--- config.mk ---
export PLATFORM = sky130hd
export DESIGN_NAME = id_ex_hazard_reg
export DESIGN_NICKNAME = d
export VERILOG_FILES = /design/src/rtl/core_pkg.sv /design/src/rtl/id_ex_hazard_reg_hazard_fsm.sv /design/src/rtl/id_ex_hazard_reg.sv
export SDC_FILE = /design/constraint.sdc
export NUM_CORES = 1
export LEC_CHECK = 0
export ABC_CLOCK_PERIOD_IN_PS = 7500
export CELL_PAD_IN_SITES_DETAIL_PLACEMENT = 0
export CELL_PAD_IN_SITES_GLOBAL_PLACEMENT = 1
export CORE_UTILIZATION = 31
export DETAILED_ROUTE_END_ITERATION = 7
export PLACE_DENSITY_LB_ADDON = 0.1
export SYNTH_ARGS = -nofsm -noshare
export SYNTH_HDL_FRONTEND = slang
export SYNTH_SLANG_ARGS = --single-unit
--- constraint.sdc ---
create_clock -name clk -period 7.5 [get_ports clk]
set_clock_uncertainty 0.15 [all_clocks]
set_input_delay 1.125 -clock clk [delete_from_list [all_inputs] [get_ports clk]]
set_output_delay 1.125 -clock clk [all_outputs]
set_load 0.05 [all_outputs]
--- src/rtl/core_pkg.sv ---
// Shared core definitions: RegDst/PCSrc encodings, hazard FSM states,
// the ID/EX control bundle and the destination-register resolver.
package core_pkg;

    localparam logic [1:0] REGDST_RD = 2'b00;
    localparam logic [1:0] REGDST_RT = 2'b01;
    localparam logic [1:0] REGDST_RA = 2'b10;
    localparam logic [1:0] REGDST_K0 = 2'b11;

    localparam logic [2:0] PCSRC_JR = 3'b011;

    localparam logic [4:0] REG_RA = 5'd31;
    localparam logic [4:0] REG_K0 = 5'd26;

    typedef enum logic {
        ST_IDLE,
        ST_JR_WAIT
    } hz_state_e;

    typedef struct packed {
        logic [4:0] rs;
        logic [4:0] rt;
        logic [4:0] rd;
        logic       regwr;
        logic [1:0] regdst;
        logic       memrd;
        logic       memwr;
    } id_ex_t;

    function automatic logic [4:0] wr_addr(
        input logic [1:0] regdst,
        input logic [4:0] rt,
        input logic [4:0] rd
    );
        logic [4:0] a;
        case (regdst)
            REGDST_RD: a = rd;
            REGDST_RT: a = rt;
            REGDST_RA: a = REG_RA;
            default:   a = REG_K0;
        endcase
        return a;
    endfunction

endpackage

--- src/rtl/id_ex_hazard_reg_hazard_fsm.sv ---
// Load-use / jump-register hazard detection and stall sequencing.
// A jr fed by a load still in EX needs two stall cycles (IDLE -> JR_WAIT).
module hazard_fsm
    import core_pkg::*;
(
    input  logic       clk,
    input  logic       reset,
    input  logic [4:0] if_id_rs,
    input  logic [4:0] if_id_rt,
    input  logic       if_id_use_rt,
    input  logic [2:0] if_id_pcsrc,
    input  logic       id_ex_memrd,
    input  logic [4:0] id_ex_rt,
    input  logic       ex_mem_memrd,
    input  logic [4:0] ex_mem_wraddr,
    input  logic       branch_flush,
    output logic       pc_wr,
    output logic       if_id_wr,
    output logic       stall
);

    hz_state_e state_q;
    hz_state_e state_d;

    logic is_jr;
    logic ex_load;
    logic load_use;
    logic jr_ex;
    logic jr_mem;

    assign is_jr   = (if_id_pcsrc == PCSRC_JR);
    assign ex_load = id_ex_memrd && (id_ex_rt != 5'd0);

    assign load_use = ex_load &&
                      ((id_ex_rt == if_id_rs) ||
                       (if_id_use_rt && (id_ex_rt == if_id_rt)));

    assign jr_ex = is_jr && ex_load && (id_ex_rt == if_id_rs);

    assign jr_mem = is_jr && ex_mem_memrd &&
                    (ex_mem_wraddr != 5'd0) &&
                    (ex_mem_wraddr == if_id_rs);

    always_comb begin
        state_d = state_q;
        stall   = 1'b0;
        if (branch_flush) begin
            state_d = ST_IDLE;
        end else begin
            unique case (state_q)
                ST_IDLE: begin
                    if (jr_ex) begin
                        stall   = 1'b1;
                        state_d = ST_JR_WAIT;
                    end else if (jr_mem || load_use) begin
                        stall = 1'b1;
                    end
                end
                ST_JR_WAIT: begin
                    stall   = 1'b1;
                    state_d = ST_IDLE;
                end
            endcase
        end
    end

    assign pc_wr    = ~stall;
    assign if_id_wr = ~stall;

    always_ff @(posedge clk or posedge reset) begin
        if (reset) begin
            state_q <= ST_IDLE;
        end else begin
            state_q <= state_d;
        end
    end

endmodule

--- src/rtl/id_ex_hazard_reg.sv ---
// ID/EX pipeline register with bubble insertion on stall or branch flush.
// Define HAZARD_STATS_EN to add the Stall_Cnt / Flush_Cnt counters.
module id_ex_hazard_reg
    import core_pkg::*;
#(
    parameter int PAYLOAD_W = 96
) (
    input  logic                 clk,
    input  logic                 reset,
    input  logic [4:0]           IF_ID_Rs,
    input  logic [4:0]           IF_ID_Rt,
    input  logic [4:0]           IF_ID_Rd,
    input  logic                 IF_ID_UseRt,
    input  logic                 IF_ID_RegWr,
    input  logic [1:0]           IF_ID_RegDst,
    input  logic                 IF_ID_MemRd,
    input  logic                 IF_ID_MemWr,
    input  logic [2:0]           IF_ID_PCSrc,
    input  logic [PAYLOAD_W-1:0] IF_ID_Payload,
    input  logic                 EX_MEM_MemRd,
    input  logic [4:0]           EX_MEM_WrAddr,
    input  logic                 Branch_Flush,
    output logic [4:0]           ID_EX_Rs,
    output logic [4:0]           ID_EX_Rt,
    output logic [4:0]           ID_EX_Rd,
    output logic                 ID_EX_RegWr,
    output logic [1:0]           ID_EX_RegDst,
    output logic                 ID_EX_MemRd,
    output logic                 ID_EX_MemWr,
    output logic [PAYLOAD_W-1:0] ID_EX_Payload,
    output logic [4:0]           ID_EX_WrAddr,
`ifdef HAZARD_STATS_EN
    output logic [31:0]          Stall_Cnt,
    output logic [31:0]          Flush_Cnt,
`endif
    output logic                 PC_Wr,
    output logic                 IF_ID_Wr,
    output logic                 Stall
);

    id_ex_t               ctl_q;
    id_ex_t               ctl_d;
    logic [PAYLOAD_W-1:0] payload_q;
    logic [PAYLOAD_W-1:0] payload_d;
    logic                 bubble;

    hazard_fsm u_hazard_fsm (
        .clk           (clk),
        .reset         (reset),
        .if_id_rs      (IF_ID_Rs),
        .if_id_rt      (IF_ID_Rt),
        .if_id_use_rt  (IF_ID_UseRt),
        .if_id_pcsrc   (IF_ID_PCSrc),
        .id_ex_memrd   (ctl_q.memrd),
        .id_ex_rt      (ctl_q.rt),
        .ex_mem_memrd  (EX_MEM_MemRd),
        .ex_mem_wraddr (EX_MEM_WrAddr),
        .branch_flush  (Branch_Flush),
        .pc_wr         (PC_Wr),
        .if_id_wr      (IF_ID_Wr),
        .stall         (Stall)
    );

    assign bubble = Stall || Branch_Flush;

    always_comb begin
        ctl_d     = '0;
        payload_d = '0;
        if (!bubble) begin
            ctl_d.rs     = IF_ID_Rs;
            ctl_d.rt     = IF_ID_Rt;
            ctl_d.rd     = IF_ID_Rd;
            ctl_d.regwr  = IF_ID_RegWr;
            ctl_d.regdst = IF_ID_RegDst;
            ctl_d.memrd  = IF_ID_MemRd;
            ctl_d.memwr  = IF_ID_MemWr;
            payload_d    = IF_ID_Payload;
        end
    end

    always_ff @(posedge clk or posedge reset) begin
        if (reset) begin
            ctl_q     <= '0;
            payload_q <= '0;
        end else begin
            ctl_q     <= ctl_d;
            payload_q <= payload_d;
        end
    end

    assign ID_EX_Rs      = ctl_q.rs;
    assign ID_EX_Rt      = ctl_q.rt;
    assign ID_EX_Rd      = ctl_q.rd;
    assign ID_EX_RegWr   = ctl_q.regwr;
    assign ID_EX_RegDst  = ctl_q.regdst;
    assign ID_EX_MemRd   = ctl_q.memrd;
    assign ID_EX_MemWr   = ctl_q.memwr;
    assign ID_EX_Payload = payload_q;
    assign ID_EX_WrAddr  = wr_addr(ctl_q.regdst, ctl_q.rt, ctl_q.rd);

`ifdef HAZARD_STATS_EN
    logic [31:0] stall_cnt_q;
    logic [31:0] stall_cnt_d;
    logic [31:0] flush_cnt_q;
    logic [31:0] flush_cnt_d;

    always_comb begin
        stall_cnt_d = stall_cnt_q + {31'd0, Stall};
        flush_cnt_d = flush_cnt_q + {31'd0, Branch_Flush};
    end

    always_ff @(posedge clk or posedge reset) begin
        if (reset) begin
            stall_cnt_q <= '0;
            flush_cnt_q <= '0;
        end else begin
            stall_cnt_q <= stall_cnt_d;
            flush_cnt_q <= flush_cnt_d;
        end
    end

    assign Stall_Cnt = stall_cnt_q;
    assign Flush_Cnt = flush_cnt_q;
`endif

endmodule

==> key figures, run 1 <==
GRT
  – Vias in the first global route: just over 4000
  – Total track usage: 18.5%
  – GRT overflow: 0
  – Largest net degree at the start of global routing: 68
  – Global-route wire length before repair: 22500 um
  – Initial antenna violation count: 0

Synth
  – Post-synth ARST share: 100%
  – Synth cell types: 28
  – Register area share after synthesis: 60.9%
  – Top_reg_cell synth: dfrtp_1
  – FF+latch count, synth: about 120
  – Post-Syn Instances: between 400 and 500
  – EDFF count, synth: 0
  – Synthesized area per cell: around 11 um^2
  – Syn_nets: around 570
  – Warnings from Yosys: 0
  – Mapped cell area: between 4000 and 5000 um^2

Critical path
  – Critical Path Sink: Stall
  – Critical path origin: IF_ID_Rt[4]
  – FF-to-FF path depth: 6
  – CP endpoint kind: primary output
  – CP max stage cell: clkdlybuf4s50_1
  – Critical Path AT: about 4.0 ns
  – Crit path cell chain: clkdlybuf4s50_1 -> xor2_1 -> nor4_1 -> nand3_1 -> a21oi_4 -> buf_4 -> o31a_1 -> clkdlybuf4s50_1
  – Reg-to-reg setup timing slack: 5.14 ns
  – Worst-path fanout max: 55
  – Worst path max stage delay: ~0.8 ns
  – Worst setup path class: input pin to primary output
  – WP data required: 6.22 ns
  – Worst R2R Start: ID_EX_Rt[4]
  – Worst R2R End: ID_EX_Payload[55]
  – Kind of start point of the critical path: input pin
  – CP most frequent cell: clkdlybuf4s50_1

Job
  – Max-cap violations: 0

Final layout
  – Area delta synth->final: 64.9%
  – FILL cells: ~1300
  – Finished Cell Area: roughly 7900 um^2
  – Share of layout cells above drive strength 1: between 10% and 20%
  – Finished Layout Cells: 875
  – Commonest non-fill, non-tap cells in the layout: 252 x clkdlybuf4s50_1, 117 x dfrtp_1, 89 x nor2_1
  – Most common cell after layout, fill and taps aside: clkdlybuf4s50_1
  – Final nets: between 800 and 900
  – Ant diodes: 0

Outcome
  – Outcome: completed

Clock network
  – Clock Latency Late Sink: slightly above 0.4 ns
  – Clock root buffer master: clkbuf_16
  – Cts hold-fix bufs: 0
  – CTS Sinks: between 100 and 150
  – Worst-path clk slew: about 0.050 ns
  – Post-CTS Setup Inserts: 0
  – TritonCTS clock tree: done
  – Number of gates resized after cts: 0
  – CTS Buf Count: 17
  – H-tree depth: 4
  – CTS Buffer Depth: 2

Worst hold path
  – Hold Path Depth: 2
  – Hold crit path type: flip-flop to flip-flop

Floorplan
  – Initial Util: a little under a third
  – Io pins: ~250
  – Core ar.: 15100 um^2
  – Die span in y: around 130 um
  – Die area: ~16000 um^2
  – Number of cell rows: 45
  – Die W: 127 um

Timing
  – RSZ-0062 raised after global routing: no
  – Setup WS post-layout: about 2.3 ns
  – Slew HR: 48.2%
  – Fin. Hold Viols: 0
  – Actual slew at the worst max-slew pin: about 0.78 ns
  – Setup tns final: 0 ns
  – Final min period: about 5.2 ns
  – Fin crit share: between 60% and 70%
  – Final setup viols: 0
  – Final Slew Violations: 0
  – Fmax: about 190 MHz

Placement
  – Worst slack at placement: approximately 2.3 ns
  – Dpl cells: ~850
  – Placed Instance Area: 7390 um^2
  – I/O Buffers: ~250
  – Routability cong.: about 0.72
  – Detailed Place HPWL: 9510 um

Route
  – Post-DRT Antenna Nets: 0
  – Total wire length: around 14000 um
  – Vias: just over 4000
  – Wire length per cell: around 16 um
  – Vias/cell: 4.63
  – DRC: 0
  – Initial DRC Count: between 150 and 200
  – TritonRoute pass-1 iters: 5

Power
  – Static leakage: approximately 3.6 nW
  – Peak supply drop: 150 uV
  – Total chip power: around 1.8 mW
  – PwrDens: about 230 nW/um^2
==> how the worst min path moves through the flow <==
stage | from | to | slack, ns
finish | ID_EX_MemRd | u_hazard_fsm.state_q | 0.54
global route | ID_EX_MemRd | u_hazard_fsm.state_q | 0.60
CTS | ID_EX_MemRd | u_hazard_fsm.state_q | 0.55
detailed placement | ID_EX_MemRd | u_hazard_fsm.state_q | 0.53
global placement | ID_EX_MemRd | u_hazard_fsm.state_q | 0.52
floorplan | u_hazard_fsm.state_q | ID_EX_MemRd | 0.65
==> per-stage QoR <==
stage               hold WS, ns  util [%]
floorplan                 0.651         -
global placement          0.520      48.8
detailed placement        0.534      48.8
CTS                       0.546      52.4
global route              0.599      52.4
finish                    0.540      52.4
==> flip-flops by register name, summed over array words and instances (netlist names) <==
signal,count
ID_EX_Payload,96
ID_EX_Rd,5
ID_EX_Rs,5
ID_EX_Rt,5
ID_EX_RegDst,2
ID_EX_MemRd,1
ID_EX_MemWr,1
ID_EX_RegWr,1
u_hazard_fsm.state_q,1
==> metal layers <==
layer	vias to the layer above	share of wire (%)	GRT usage, %	wire length [um]
met5	-	0	0	0
met3	15	8.6	7.00	1240
met4	0	1.4	7.37	197
li1	1918	-	-	-
met1	1950	42	23.1	6060
met2	166	48	29.2	6840
==> layout make-up <==
class / instances / area, um^2 / area share, %
Sequential cell: 117 / 2930 / 36.9
Multi-Input combinational cell: 281 / 1650 / 20.8
Clock inverter: 5 / 50.0 / 0.631
Timing Repair Buffer: 258 / 2570 / 32.4
Tap cell: 188 / 235 / 2.97
Clock buffer: 24 / 492 / 6.20
Inverter: 2 / 10.0 / 0.126
==> cells by family (layout without fill, tap and decap cells) <==
kind of cell,Yosys count,count (layout),synth area share [%]
flip-flops,117,117,60.9
AO/OA/AOI/OAI,10,10,1.56
AND/OR/NAND/NOR,257,257,29.7
XOR/XNOR,14,14,2.55
buffers and inverters,40,289,5.28
==> cells in the mapped netlist, drive strengths merged, types with 3 or more instances <==
cell    number  area (um^2)
o21ai        3         15.0
buf         22          186
nor2       120          526
xnor2        7         61.3
nor2b        4         25.0
nand2        4         15.0
nor3         3         15.0
xor2         7         61.3
a211o        3         26.3
or4          3         22.5
nand3      118          791
clkbuf      16         60.1
dfrtp      117         2930
==> report_power, final <==
group          internal (mW)  leakage [nW]  switching, mW
Combinational          0.145          1.80          0.216
Sequential             0.666          1.51         0.0134
Clock                  0.482         0.272          0.264
==> critical path: cells and delay by family <==
family	cells	cell delay [ns]
AND/OR/NAND/NOR	2	0.46
AO/OA/AOI/OAI	2	0.41
buffers and inverters	3	1.78
XOR/XNOR	1	0.16
Note: power is estimated with default switching activity, not from simulation.
==> inputs of run 2 (changes only) <==
--- a/config.mk
+++ b/config.mk
@@ -5,10 +5,10 @@
 export SDC_FILE = /design/constraint.sdc
 export NUM_CORES = 1
 export LEC_CHECK = 0
-export ABC_CLOCK_PERIOD_IN_PS = 7500
+export ABC_CLOCK_PERIOD_IN_PS = 4700
 export CELL_PAD_IN_SITES_DETAIL_PLACEMENT = 0
 export CELL_PAD_IN_SITES_GLOBAL_PLACEMENT = 1
-export CORE_UTILIZATION = 31
+export CORE_UTILIZATION = 26
 export DETAILED_ROUTE_END_ITERATION = 7
 export PLACE_DENSITY_LB_ADDON = 0.1
 export SYNTH_ARGS = -nofsm -noshare
==> constraint.sdc (replaced) <==
create_clock -name clk -period 4.7 [get_ports clk]
set_clock_uncertainty 0.15 [all_clocks]
set_input_delay 0.705 -clock clk [delete_from_list [all_inputs] [get_ports clk]]
set_output_delay 0.705 -clock clk [all_outputs]
set_load 0.05 [all_outputs]
==> run 2 against run 1 <==
Compared with the run above:
- worst hold slack better by 0.0085 ns
- setup slack got worse by 1.5 ns
- cell count up 5.1%
- critical endpoint is now PC_Wr
==> key figures, run 2 (synthesis gave the netlist of run 1 again) <==
Timing
  – Final min period: a little under 4 ns
  – Fmax: ~250 MHz
  – Final setup viols: 0
  – Setup tns final: 0 ns
  – Fin crit share: a little over four fifths
  – Slew HR: between 30% and 40%
  – Setup WS post-layout: 0.772 ns
  – Actual slew at the worst max-slew pin: between 1 and 1.5 ns
  – Final Slew Violations: 0
  – RSZ-0062 raised after global routing: no
  – Fin. Hold Viols: 0

Power
  – Psw: ~0.84 mW
  – Switch share: 28.2%
  – Cell-internal power: between 2 and 2.5 mW
  – Static leakage: 3.61 nW
  – Part of the power in combinational logic: between 10% and 20%
  – Peak supply drop: about 230 uV
  – Clock power frac: between 40% and 50%
  – Seq pwr share: a little over a third
  – PwrDens: ~370 nW/um^2

Final layout
  – Area delta synth->final: 67.9%
  – Commonest non-fill, non-tap cells in the layout: 252 x clkdlybuf4s50_1, 117 x dfrtp_1, 89 x nor2_1
  – Ant diodes: 0
  – Most common cell after layout, fill and taps aside: clkdlybuf4s50_1
  – Share of layout cells above drive strength 1: around 16%
  – Final nets: slightly above 800
  – FILL cells: ~1800
  – Max reg flops: between 90 and 100

Clock network
  – Clock Latency Late Sink: 0.41 ns
  – CTS Sinks: 117
  – Cts hold-fix bufs: 0
  – Worst-path clk slew: about 0.060 ns
  – Post-CTS Setup Inserts: 0
  – CTS Buf Count: 17
  – Number of gates resized after cts: 0
  – H-tree depth: 4
  – TritonCTS clock tree: done
  – CTS Buffer Depth: 2
  – Clock root buffer master: clkbuf_16

Route
  – Met3 wire len: 1080 um
  – DRC: 0
  – Top routing layer in use: met4
  – Wire length per cell: 16.5 um
  – Post-DRT Antenna Nets: 0
  – Initial DRC Count: 235
  – Met2 wire len: about 7300 um
  – TritonRoute pass-1 iters: 4
  – Vias: between 4000 and 5000
  – Total wire length: about 15000 um
  – Vias/cell: between 4 and 5
  – M1 wire length: around 6500 um

Outcome
  – Outcome: completed

Critical path
  – Worst setup path class: input pin to primary output
  – Kind of start point of the critical path: input pin
  – CP endpoint kind: primary output
  – Worst-path fanout max: 2
  – Critical Path AT: between 3 and 4 ns
  – WP data required: ~3.9 ns

Floorplan
  – Die W: between 100 and 150 um
  – Io pins: 253
  – Initial Util: a little over a quarter
  – Die span in y: approximately 140 um
  – Core ar.: 18000 um^2
  – Die area: about 19000 um^2
  – Number of cell rows: between 40 and 50

Worst hold path
  – Hold crit path type: flip-flop to flip-flop

Placement
  – Detailed Place HPWL: ~10000 um
  – Worst slack at placement: roughly 0.77 ns
  – Routability cong.: between 0.7 and 0.8
  – I/O Buffers: about 250

GRT
  – GRT overflow: 0
  – Total track usage: between 10% and 20%
  – Global-route wire length before repair: ~24000 um
  – Largest net degree at the start of global routing: 100
  – Initial antenna violation count: 0
  – Vias in the first global route: 4273

Job
  – Max-cap violations: 0
[run 2: power groups by stage]
stage	registers, mW	logic, mW	clock network (mW)
5_1_grt	1.09	0.614	1.39
3_3_place_gp	1.10	0.582	0
6_report	1.08	0.581	1.30
4_1_cts	1.08	0.588	1.34
2_1_floorplan	1.29	0.123	0
3_5_place_dp	1.10	0.585	0
[run 2: per-stage QoR]
| step | area, um^2 | util [%] | cells | power, mW | hold WS [ns] |
|---|---|---|---|---|---|
| after floorplan | 4810 | - | 438 | 1.42 | 0.651 |
| after CTS | 8070 | 44.8 | 920 | 3.01 | 0.552 |
| after global placement | 7480 | 41.5 | 888 | 1.68 | 0.527 |
| final | 8070 | 44.8 | 920 | 2.96 | 0.549 |
| after global routing | 8070 | 44.8 | 920 | 3.09 | 0.580 |
| after detailed placement | 7480 | 41.5 | 888 | 1.69 | 0.538 |
[run 2: final cells by class]
type	instances	area, um^2	share of cell area, %
Clock buffer	19	433	5.36
Clock inverter	13	158	1.95
Inverter	2	10.0	0.124
Multi-Input combinational cell	281	1650	20.4
Sequential cell	117	2930	36.3
Tap cell	229	287	3.55
Timing Repair Buffer	259	2610	32.4
[run 2: worst max-delay path: stages]
cell and delay [ns]:
clkdlybuf4s50_1 0.43, or4_1 0.56, a21oi_2 0.16, nor3_1 0.09, o31ai_1 0.26, clkdlybuf4s50_1 0.87
[run 2: worst paths after layout]
check | from | to | slack, ns | depth (start not counted)
max in group asynchronous | reset | ID_EX_Payload[40] | 2.77 | 3
min in group asynchronous | reset | ID_EX_Payload[84] | 0.70 | 2
hold / removal | ID_EX_MemRd | u_hazard_fsm.state_q | 0.55 | 2
setup / recovery | EX_MEM_WrAddr[1] | PC_Wr | 0.77 | 6
hold reg to reg | ID_EX_MemRd | u_hazard_fsm.state_q | 0.55 | 2
setup reg to reg | ID_EX_Rt[4] | ID_EX_Payload[52] | 1.55 | 7
[run 2: metal layers]
| layer | vias up | GRT usage (%) |
|---|---|---|
| met2 | 163 | 26.9 |
| met4 | 0 | 5.90 |
| met5 | - | 0 |
| met1 | 1999 | 20.1 |
| met3 | 14 | 5.51 |
| li1 | 1930 | - |
==> inputs of run 3 (changes only) <==
--- a/config.mk
+++ b/config.mk
@@ -5,10 +5,10 @@
 export SDC_FILE = /design/constraint.sdc
 export NUM_CORES = 1
 export LEC_CHECK = 0
-export ABC_CLOCK_PERIOD_IN_PS = 4700
+export ABC_CLOCK_PERIOD_IN_PS = 3800
 export CELL_PAD_IN_SITES_DETAIL_PLACEMENT = 0
 export CELL_PAD_IN_SITES_GLOBAL_PLACEMENT = 1
-export CORE_UTILIZATION = 26
+export CORE_UTILIZATION = 29
 export DETAILED_ROUTE_END_ITERATION = 7
 export PLACE_DENSITY_LB_ADDON = 0.1
 export SYNTH_ARGS = -nofsm -noshare
==> constraint.sdc (replaced) <==
create_clock -name clk -period 3.8 [get_ports clk]
set_clock_uncertainty 0.15 [all_clocks]
set_input_delay 0.57 -clock clk [delete_from_list [all_inputs] [get_ports clk]]
set_output_delay 0.57 -clock clk [all_outputs]
set_load 0.05 [all_outputs]
==> run 3 against run 2 <==
Compared with the run above:
- non-clock buffer count up 2
- sequential share of layout area down 0.12 points
- global-route usage up 1.2 points
- final area up 0.34%
- clock power up 28%
- routed wire length down 2.9%
==> key figures, run 3 (synthesis gave the netlist of run 1 again) <==
Outcome
  – Outcome: completed

Clock network
  – CTS Sinks: between 100 and 150
  – H-tree depth: 4
  – Clock Latency Late Sink: around 0.4 ns
  – Post-CTS Setup Inserts: 0
  – Cts hold-fix bufs: 0
  – Number of gates resized after cts: 0
  – TritonCTS clock tree: done
  – CTS Buffer Depth: 2
  – CTS Buf Count: 17
  – Clock root buffer master: clkbuf_16
  – Worst-path clk slew: approximately 0.050 ns

Floorplan
  – Core ar.: around 16000 um^2
  – Io pins: 253
  – Die area: around 17000 um^2
  – Initial Util: between 20 and 30%
  – Die W: 131 um
  – Number of cell rows: between 40 and 50
  – Die span in y: ~130 um

Final layout
  – Ant diodes: 0
  – Commonest non-fill, non-tap cells in the layout: 249 x clkdlybuf4s50_1, 117 x dfrtp_1, 89 x nor2_1
  – Final nets: slightly above 800
  – Share of layout cells above drive strength 1: between 10% and 20%
  – Finished Core Util: slightly above 50%
  – Most common cell after layout, fill and taps aside: clkdlybuf4s50_1
  – Max reg flops: 96
  – Area delta synth->final: 68.4%

Power
  – Psw: 1.01 mW
  – Part of the power in combinational logic: between 10% and 20%
  – Cell-internal power: 2.71 mW
  – Peak supply drop: 277 uV
  – Seq pwr share: between 30% and 40%
  – Static leakage: 3.64 nW
  – PwrDens: ~460 nW/um^2
  – Clock power frac: 44.8%
  – Switch share: approximately 27%

Route
  – Vias: 4013
  – Wire length per cell: between 15 and 20 um
  – Vias/cell: about 4.4
  – Met3 wire len: roughly 1500 um
  – Post-DRT Antenna Nets: 0
  – TritonRoute pass-1 iters: 4
  – M1 wire length: 5810 um
  – DRC: 0
  – Met2 wire len: around 7200 um
  – Top routing layer in use: met4
  – Initial DRC Count: 110
  – Total wire length: 14700 um

Timing
  – Slew HR: 35.5%
  – Hold_ws: 0.516 ns
  – Setup tns final: 0 ns
  – Fin crit share: 81.0%
  – Actual slew at the worst max-slew pin: just under 1 ns
  – RSZ-0062 raised after global routing: no
  – Final setup viols: 0
  – Final Slew Violations: 0
  – Fmax: between 300 and 400 MHz
  – Final min period: around 3 ns
  – Fin. Hold Viols: 0

Critical path
  – Critical Path AT: 2.36 ns
  – CP endpoint kind: primary output
  – Kind of start point of the critical path: flip-flop
  – Worst-path fanout max: 5
  – WP data required: about 3 ns
  – Worst setup path class: flip-flop to primary output

GRT
  – Global-route wire length before repair: approximately 22000 um
  – Initial antenna violation count: 0
  – GRT overflow: 0
  – Largest net degree at the start of global routing: 118
  – Vias in the first global route: between 4000 and 5000
  – Total track usage: approximately 18%

Placement
  – Detailed Place HPWL: between 9000 and 10000 um
  – Routability cong.: 0.689
  – I/O Buffers: between 200 and 300

Job
  – Max-cap violations: 0

Worst hold path
  – Hold crit path type: input pin to async pin
==> run 3: changes by cell type in the layout (fill, tap and decap cells not counted), sizes merged <==
| cell | change |
|---|---|
| inv | -2 |
| clkdlybuf4s50 | -3 |
| clkbuf | +4 |
| buf | +5 |
| clkinvlp | -2 |
==> run 3: routing by layer <==
| layer | global-route usage, % | vias to the layer above |
|---|---|---|
| li1 | - | 1931 |
| met1 | 19.9 | 1915 |
| met2 | 29.3 | 153 |
| met3 | 8.10 | 14 |
| met4 | 6.76 | 0 |
| met5 | 0 | - |
==> run 3: area by class of cell <==
cell class,count,area (um^2)
Sequential cell,117,2930
Tap cell,216,270
Clock buffer,23,498
Inverter,2,11.3
Fill cell,1435,7960
Multi-Input combinational cell,281,1650
Clock inverter,9,123
Timing Repair Buffer,261,2620
==> run 3: power groups by stage <==
stage	Clock [mW]	Combinational, mW	Sequential, mW
after floorplan	0	0.152	1.60
after global placement	0	0.721	1.36
after detailed placement	0	0.724	1.36
after CTS	1.72	0.727	1.34
after global routing	1.77	0.763	1.35
final	1.67	0.718	1.34
==> run 3: critical path, cell delays in order, from the launching register on <==
cell and delay, ns:
dfrtp_1 0.46, or4_1 0.54, o21ai_1 0.29, a21oi_4 0.07
o31ai_2 0.32, buf_4 0.26
==> run 3: final timing paths <==
path,startpoint,cells after the start,endpoint,slack [ns]
hold / removal,reset,3,ID_EX_Payload[40],0.52
min in group clk,IF_ID_Payload[16],3,ID_EX_Payload[16],0.54
setup / recovery,ID_EX_Rt[1],5,IF_ID_Wr,0.72
hold reg to reg,ID_EX_MemRd,2,u_hazard_fsm.state_q,0.56
setup reg to reg,ID_EX_Rt[4],6,ID_EX_Payload[59],1.10
max in group asynchronous,reset,3,u_hazard_fsm.state_q,2.47
==> run 3: metrics by stage <==
step	total power, mW	cells	setup WS (ns)	instance area, um^2
floorplan	1.75	438	0.309	4820
global placement	2.08	877	0.668	7480
global route	3.88	909	0.547	8100
detailed placement	2.08	877	0.628	7480
CTS	3.78	909	0.664	8100
finish	3.72	909	0.722	8100
